--- config.mk ---
export PLATFORM = sky130hd
export DESIGN_NAME = imm_encode_component_flat
export DESIGN_NICKNAME = d
export VERILOG_FILES = /design/src/rtl/imm_encode_component_if.sv /design/src/rtl/imm_encode_component.sv /design/src/flat_wrapper.sv
export SDC_FILE = /design/constraint.sdc
export NUM_CORES = 1
export LEC_CHECK = 0
export CAP_MARGIN = 5
export CORE_MARGIN = 4
export CORE_UTILIZATION = 48
export CTS_CLUSTER_SIZE = 14
export DETAILED_ROUTE_END_ITERATION = 10
export MAX_ROUTING_LAYER = met4
export PLACE_DENSITY_LB_ADDON = 0.08
export RECOVER_POWER = 25
export SETUP_SLACK_MARGIN = 0.05
export SYNTH_ARGS = -nofsm -noshare
export SYNTH_HDL_FRONTEND = slang
export SYNTH_SLANG_ARGS = --single-unit
export TNS_END_PERCENT = 30
--- constraint.sdc ---
create_clock -name clk -period 2.6 [get_ports clk]
set_clock_uncertainty 0.15 [all_clocks]
set_input_delay 0.39 -clock clk [delete_from_list [all_inputs] [get_ports clk]]
set_output_delay 0.39 -clock clk [all_outputs]
set_load 0.01 [all_outputs]
--- src/rtl/imm_encode_component_if.sv ---
// Request/response bundle for the immediate encoder: request side from the
// constant/offset source, response side towards instruction memory write-back.
interface imm_encode_component_if;
    logic        req_valid;
    logic        req_ready;
    logic [3:0]  req_opcode;
    logic [3:0]  req_rd;
    logic [7:0]  req_regs;
    logic [15:0] req_value;
    logic        out_valid;
    logic        out_ready;
    logic [15:0] out_inst;
    logic        err;

    modport master (
        output req_valid, req_opcode, req_rd, req_regs, req_value, out_ready,
        input  req_ready, out_valid, out_inst, err
    );

    modport slave (
        input  req_valid, req_opcode, req_rd, req_regs, req_value, out_ready,
        output req_ready, out_valid, out_inst, err
    );
endinterface

--- src/rtl/imm_encode_component.sv ---
// Immediate encoder: turns an opcode, register fields and a 16-bit value into
// one or two instruction words whose immediate fields decode back to the value.
//
// state    | meaning
// S_IDLE   | ready for a request; illegal requests pulse err and stay here
// S_FIRST  | first (or only) word presented on out_inst
// S_SECOND | low-byte OR word of a constant load presented on out_inst
module imm_encode_component (
    input  logic                          clk,
    input  logic                          rst_n,
    imm_encode_component_if.slave         bus
);
    typedef enum logic [1:0] {S_IDLE, S_FIRST, S_SECOND} state_t;

    state_t      state_q, state_d;
    logic [15:0] out_inst_q, out_inst_d;
    logic [15:0] second_q, second_d;
    logic        has_second_q, has_second_d;
    logic        out_valid_q, out_valid_d;
    logic        err_q, err_d;

    logic        accept;
    logic        out_hs;
    logic        legal;
    logic        need_second;
    logic [15:0] first_w;
    logic [15:0] second_w;

    assign accept = bus.req_valid && (state_q == S_IDLE);
    assign out_hs = out_valid_q && bus.out_ready;

    // Legality and word formation from the live request; only used on accept.
    always_comb begin
        legal       = 1'b0;
        need_second = 1'b0;
        first_w     = 16'h0000;
        second_w    = 16'h0000;
        case (bus.req_opcode)
            4'b1111: begin
                legal       = 1'b1;
                first_w     = {bus.req_value[15:8], bus.req_rd, 4'b0101};
                second_w    = {bus.req_value[7:0], bus.req_rd, 4'b1111};
                need_second = (bus.req_value[7:0] != 8'h00);
            end
            4'b0101: begin
                legal   = (bus.req_value[7:0] == 8'h00);
                first_w = {bus.req_value[15:8], bus.req_rd, 4'b0101};
            end
            4'b0110: begin
                legal   = !bus.req_value[0] &&
                          (bus.req_value[15:8] == {8{bus.req_value[8]}});
                first_w = {bus.req_value[8:1], bus.req_rd, 4'b0110};
            end
            4'b1000, 4'b1001, 4'b1010: begin
                legal   = (bus.req_value[15:4] == {12{bus.req_value[3]}});
                first_w = {bus.req_regs, bus.req_value[3:0], bus.req_opcode};
            end
            default: legal = 1'b0;
        endcase
    end

    always_ff @(posedge clk or negedge rst_n) begin
        if (!rst_n) begin
            state_q      <= S_IDLE;
            out_inst_q   <= 16'h0000;
            second_q     <= 16'h0000;
            has_second_q <= 1'b0;
            out_valid_q  <= 1'b0;
            err_q        <= 1'b0;
        end else begin
            state_q      <= state_d;
            out_inst_q   <= out_inst_d;
            second_q     <= second_d;
            has_second_q <= has_second_d;
            out_valid_q  <= out_valid_d;
            err_q        <= err_d;
        end
    end

    always_comb begin
        state_d = state_q;
        case (state_q)
            S_IDLE:   if (accept && legal) state_d = S_FIRST;
            S_FIRST:  if (out_hs) state_d = has_second_q ? S_SECOND : S_IDLE;
            S_SECOND: if (out_hs) state_d = S_IDLE;
            default:  state_d = S_IDLE;
        endcase
    end

    // out_inst only changes on accept or handshake, so it holds under backpressure.
    always_comb begin
        out_valid_d  = out_valid_q;
        out_inst_d   = out_inst_q;
        second_d     = second_q;
        has_second_d = has_second_q;
        err_d        = 1'b0;
        case (state_q)
            S_IDLE: begin
                if (accept) begin
                    if (legal) begin
                        out_valid_d  = 1'b1;
                        out_inst_d   = first_w;
                        second_d     = second_w;
                        has_second_d = need_second;
                    end else begin
                        err_d = 1'b1;
                    end
                end
            end
            S_FIRST: begin
                if (out_hs) begin
                    if (has_second_q) begin
                        out_inst_d   = second_q;
                        has_second_d = 1'b0;
                    end else begin
                        out_valid_d = 1'b0;
                    end
                end
            end
            S_SECOND: begin
                if (out_hs) out_valid_d = 1'b0;
            end
            default: out_valid_d = 1'b0;
        endcase
    end

    assign bus.req_ready = (state_q == S_IDLE);
    assign bus.out_valid = out_valid_q;
    assign bus.out_inst  = out_inst_q;
    assign bus.err       = err_q;
endmodule
--- src/flat_wrapper.sv ---
// flat-port wrapper written by rule: the top's interface ports become plain ports
module imm_encode_component_flat 
  (clk, rst_n, bus_req_valid, bus_req_opcode, bus_req_rd, bus_req_regs, bus_req_value, bus_out_ready, bus_req_ready, bus_out_valid, bus_out_inst, bus_err);
  imm_encode_component_if bus_i ();
  input  logic clk;
  input  logic rst_n;
  input wire logic [$bits(bus_i.req_valid)-1:0] bus_req_valid;
  input wire logic [$bits(bus_i.req_opcode)-1:0] bus_req_opcode;
  input wire logic [$bits(bus_i.req_rd)-1:0] bus_req_rd;
  input wire logic [$bits(bus_i.req_regs)-1:0] bus_req_regs;
  input wire logic [$bits(bus_i.req_value)-1:0] bus_req_value;
  input wire logic [$bits(bus_i.out_ready)-1:0] bus_out_ready;
  output wire logic [$bits(bus_i.req_ready)-1:0] bus_req_ready;
  output wire logic [$bits(bus_i.out_valid)-1:0] bus_out_valid;
  output wire logic [$bits(bus_i.out_inst)-1:0] bus_out_inst;
  output wire logic [$bits(bus_i.err)-1:0] bus_err;
  assign bus_i.req_valid = bus_req_valid;
  assign bus_i.req_opcode = bus_req_opcode;
  assign bus_i.req_rd = bus_req_rd;
  assign bus_i.req_regs = bus_req_regs;
  assign bus_i.req_value = bus_req_value;
  assign bus_i.out_ready = bus_out_ready;
  assign bus_req_ready = bus_i.req_ready;
  assign bus_out_valid = bus_i.out_valid;
  assign bus_out_inst = bus_i.out_inst;
  assign bus_err = bus_i.err;
  imm_encode_component u_core (.clk(clk), .rst_n(rst_n), .bus(bus_i));
endmodule
# After elaboration in Yosys (flattened, before gate mapping)
# Index checks and enable logic that the tools add are counted.
# op_classes
mux	26
reduce_logical	16
eq_ne	17
# ops
cell	n
$mux 16	5
$pmux 16 s3	1
$pmux 16 s2	1
$eq 4x4->1 const B	4
$eq 12x12->1	1
$ne 2x1->1 const B	6
$mux 1	11
$reduce_and 5->1	2
$eq 4x3->1 const B	2
$logic_not 8->1	1
$mux 2	4
$reduce_bool 8->1	1
$eq 7x7->1	1
$pmux 2 s3	1
$reduce_and 3->1	2
$logic_and 1x1->1	4
$pmux 1 s4	1
$reduce_and 4->1	1
$pmux 1 s3	1
$reduce_or 3->1	1
$eq 2x1->1 const B	1
$eq 2x2->1 const B	1
$logic_not 2->1	1
$ne 2x2->1 const B	1
other kinds (4)	4
# totals
inputBits	36
out_inout_bits	19
reg_bits	37
word_cells	65

# Depth between registers and ports, before layout
# logic_depth
word_depth	6
mapped_depth	7
depth_no_buf	5

# Worst setup path after synthesis
# Ideal clock, no wire load.
# synth_timing
path_kind	input-to-reg
from	in bus_req_value[3]
to	reg u_core.out_inst_q[10] (netlist: u_core.bus.out_inst[10])
t_arrival_ps	2277
setup_ps	125
required_ps	2325
path_stages	7
setup_slack_ps	48
path_cell_list	buf_6 -> or4_4 -> o21bai_1 -> a32oi_1 -> a311oi_4 -> buf_8 -> mux2_4
# synth_between
elab_chain_len	4
elab_cells_between_ends	9
# synth_rtl
item	line_no	text
from (decl)	flat_wrapper.sv:11	input wire logic [$bits(bus_i.req_value)-1:0] bus_req_value;
$eq 12x12->1 (tied with other cells)	imm_encode_component.sv:55	legal = (bus.req_value[15:4] == {12{bus.req_value[3]}});
$pmux 1 s4 or $mux 16 (tied branches)	imm_encode_component.sv:38, imm_encode_component.sv:100	
$ne 2x1->1 (no source line) or $mux 16 (tied branches)	--	
$reduce_and 5->1 (no source line) or $pmux 16 s2 (tied branches)	--	
to (signal assigned)	imm_encode_component.sv:72	out_inst_q <= out_inst_d;
to (decl)	imm_encode_component.sv:16	logic [15:0] out_inst_q, out_inst_d;
# Several ways; a longest one is shown, not always the timed one. The select of a mux whose other input is x is not followed.
# A chain may end at the register's enable or synchronous reset.

# Worst setup path after layout
# layout_timing
from	in bus_req_value[15]
to	reg u_core.out_inst_q[2] (netlist: u_core.bus.out_inst[2])
# layout_between
elab_chain_len	5
elab_cells_between_ends	6
# layout_rtl
item	line_no	text
$eq 7x7->1	imm_encode_component.sv:51	(bus.req_value[15:8] == {8{bus.req_value[8]}});
$logic_and 1x1->1	imm_encode_component.sv:50	legal = !bus.req_value[0] &&
$pmux 1 s4 *	imm_encode_component.sv:38	case (bus.req_opcode)
$ne 2x1->1 (no source line) *	--	
$reduce_and 5->1 (no source line) *	--	
# Every way passes the cells marked *; elsewhere a longest branch is shown, timed or not.

==> impl_metrics.yaml <==
finish:
  drive_gt1_frac: 0.321
  nNetsFinal: 315
  final_cells: 328
  fin_area_um2: 3110
  synthToLayoutAreaGrowth_pct: 61.1
  diodes: 0
synth:
  async_reset_ff_frac: 1.00
  synthTopCellsByArea: "dfrtp_1, mux2_4, mux2i_1, nand2_1, a222oi_1"
  synth_most_common_cell: "dfrtp_1"
  syn_inst: 182
  synth_top_area_share: 0.440
  ys_types: 40
  syn_area_um2: 1930
  syn-num-nets: 218
  ys_seq_area_frac: 0.440
  syn_area_per_cell_um2: 10.6
  synth_top_area_cell: "dfrtp_1"
  ys_seq_elements: 34
  synth_top_flop_cell: "dfrtp_1"
  yosys-top-cells-count: "dfrtp_1, nand2_1, inv_1"
  yosys_warnings: 0
  synth-edff-count: 0
drt:
  drc: 0
  ant_nets: 0
  routed_via_density: 6.05
  drtIter0Drc: 279
  drt-pass1-iter-count: 6
  wl_per_cell_um: 20.8
  vias: 1984
  drt_wl_total_mm: 6.81
grt:
  grt_usage: 0.256
  grt-ovfl-total: 0
  grt_max_degree: 35
  grt_pass1_vias: 2038
  grt_first_pass_wirelength_mm: 10.0
  antenna_found_initial: 0
die:
  initial_utilization: 0.513
  die_area_um2: 5110
  num_io_pins: 55
  fp.dieW_um: 71.5
  fp.dieH_um: 71.5
  num_rows: 22
  fp.coreArea_um2: 3770
clock_tree:
  clockBufferDepth: 2
  cts_tree: "built"
  cts_max_level: 2
  insertion_delay_ps: 280
  cts.reportedPaths.clkPinSlew_ps: 70
  cts_inserted_buffers: 5
  root_buffer: "clkbuf_8"
  clock_sinks: 34
job:
  drv_cap: 0
power_and_ir_drop:
  p_leak_nw: 1.41
  p_total_w: 0.00215
  power.density_nw_per_um2: 689
  ir_worst_vdd_v: 0.000552
sta:
  hold_ws_ps: 366
  final-max-slew-violation-count: 0
  max-slew-margin-rel: 0.462
  min_period_over_period: 0.974
  max_freq_ghz: 0.395
  grt_setup_unrepaired: "no"
  worstMarginPinSlew_ps: 806
  finalHoldViolations: 0
  setup_viol: 0
  min_period_ps: 2530
critical_path:
  cp_slowest_stage_delay_ps: 590
  worstPathArrival_ps: 2550
  crit_fanout: 6
  required_ps: 2620
  worstSetupPathType: "input pin to flop"
  start_kind: "input pin"
  crit_chain: "dlygate4sd2_1, or4_4, o22ai_4, a32oi_4, a311oi_4, buf_4, buf_12, mux2_4"
  cp-end-kind: "flop"
  cp_slowest_cell: "or4_4"
placement:
  dp.cells: 313
  hpwlAfterDp_mm: 4.48
  postPlaceCellArea_um2: 2770
  io_buffers: 54
  gp_congestion: 0.888
status:
  status: "finished clean"
worst_hold_path:
  hp-class: "flop to flop"
power breakdown:
| group | internal, W | switching (W) | total (W) |
|---|---|---|---|
| Clock | 0.000409 | 0.000195 | 0.000604 |
| Combinational | 0.000472 | 0.000329 | 0.000801 |
| Sequential | 0.000664 | 0.0000767 | 0.000741 |
| Total | 0.00155 | 0.000601 | 0.00215 |
cells in the final DEF, fill, tap and decap left out, types with 4 or more instances in the layout:
cell type	instances
a21oi_1	5
a221oi_1	4
a222oi_1	8
buf_4	39
clkbuf_8	6
clkdlybuf4s50_1	38
dfrtp_1	34
dlygate4sd2_1	9
dlymetal6s2s_1	4
inv_1	16
mux2_4	16
mux2i_1	13
nand2_1	22
nor2_1	9
o22ai_1	8
worst paths after layout:
check	to	slack, ps	depth (start not counted)	from
worst max-delay path	u_core.bus.out_inst[2]	70	8	bus_req_value[15]
worst min-delay path	u_core.bus.out_inst[0]	370	1	u_core.bus.out_inst[0]
worst max register to register	u_core.bus.out_inst[2]	410	7	u_core.state_q[0]
worst min register to register	u_core.bus.out_inst[0]	370	1	u_core.bus.out_inst[0]
max in group asynchronous	u_core.second_q[11]	1220	2	rst_n
min in group asynchronous	u_core.bus.out_inst[15]	570	2	rst_n
worst max-delay path, delay by kind of cell:
kind                   cells  cell delay (ps)
and+or+nand+nor            1              590
buffers and inverters      3              580
muxes                      1              300
AOI/OAI and AO/OA          3              680
through the flow:
stage / utilization / setup TNS (ps) / setup WS [ps]
final: 0.826 / 0 / 68.8
after global routing: 0.826 / 0 / 48.7
after CTS: 0.795 / 0 / 60.5
after detailed placement: 0.736 / -8160 / -319
after global placement: 0.736 / -7190 / -276
after floorplan: - / 0 / 75.7
cell type report:
type	instances	area, um2
clock buffer	6	82.6
clock inverter	2	60.1
fill	186	657
inverter	16	60.1
multi-input combinational	123	1080
sequential	34	851
tap	48	60.1
timing repair buffer	99	918
flip-flops by register name, indices dropped and copies added, names as in the netlist:
name and cells:
u_core.second_q 13, u_core.has_second_q 1, u_core.state_q 2, u_core.bus.out_valid 1, u_core.bus.out_inst 16, u_core.bus.err 1
routing by layer:
layer,part of all wire,vias to the layer above,track usage,routed length (um)
met1,0.39,953,0.312,2650
met4,0.035,0,0.0877,239
met3,0.075,28,0.0519,509
met5,0,-,-,0
met2,0.50,128,0.422,3410
li1,-,875,-,-
cell families (layout without fill, tap and decap cells):
| logic type | Yosys count | in the layout | share of synthesized area |
|---|---|---|---|
| flops | 34 | 34 | 0.440 |
| compound gates | 42 | 42 | 0.183 |
| mux | 30 | 30 | 0.186 |
| buf+inv | 25 | 123 | 0.0608 |
| simple gates | 50 | 50 | 0.126 |
| xor+xnor | 1 | 1 | 0.00453 |
repair_timing:
item | CTS | global route
endpoints found under the setup margin | 22 | 23
pin swaps | 6 | 7
gates resized for setup | 20 | 23
hold endpoints to repair | 0 | 0
setup buffers | 3 | 3
gates cloned | 1 | 0
hold buffers | 0 | 0
(Power assumes the default switching activity.)
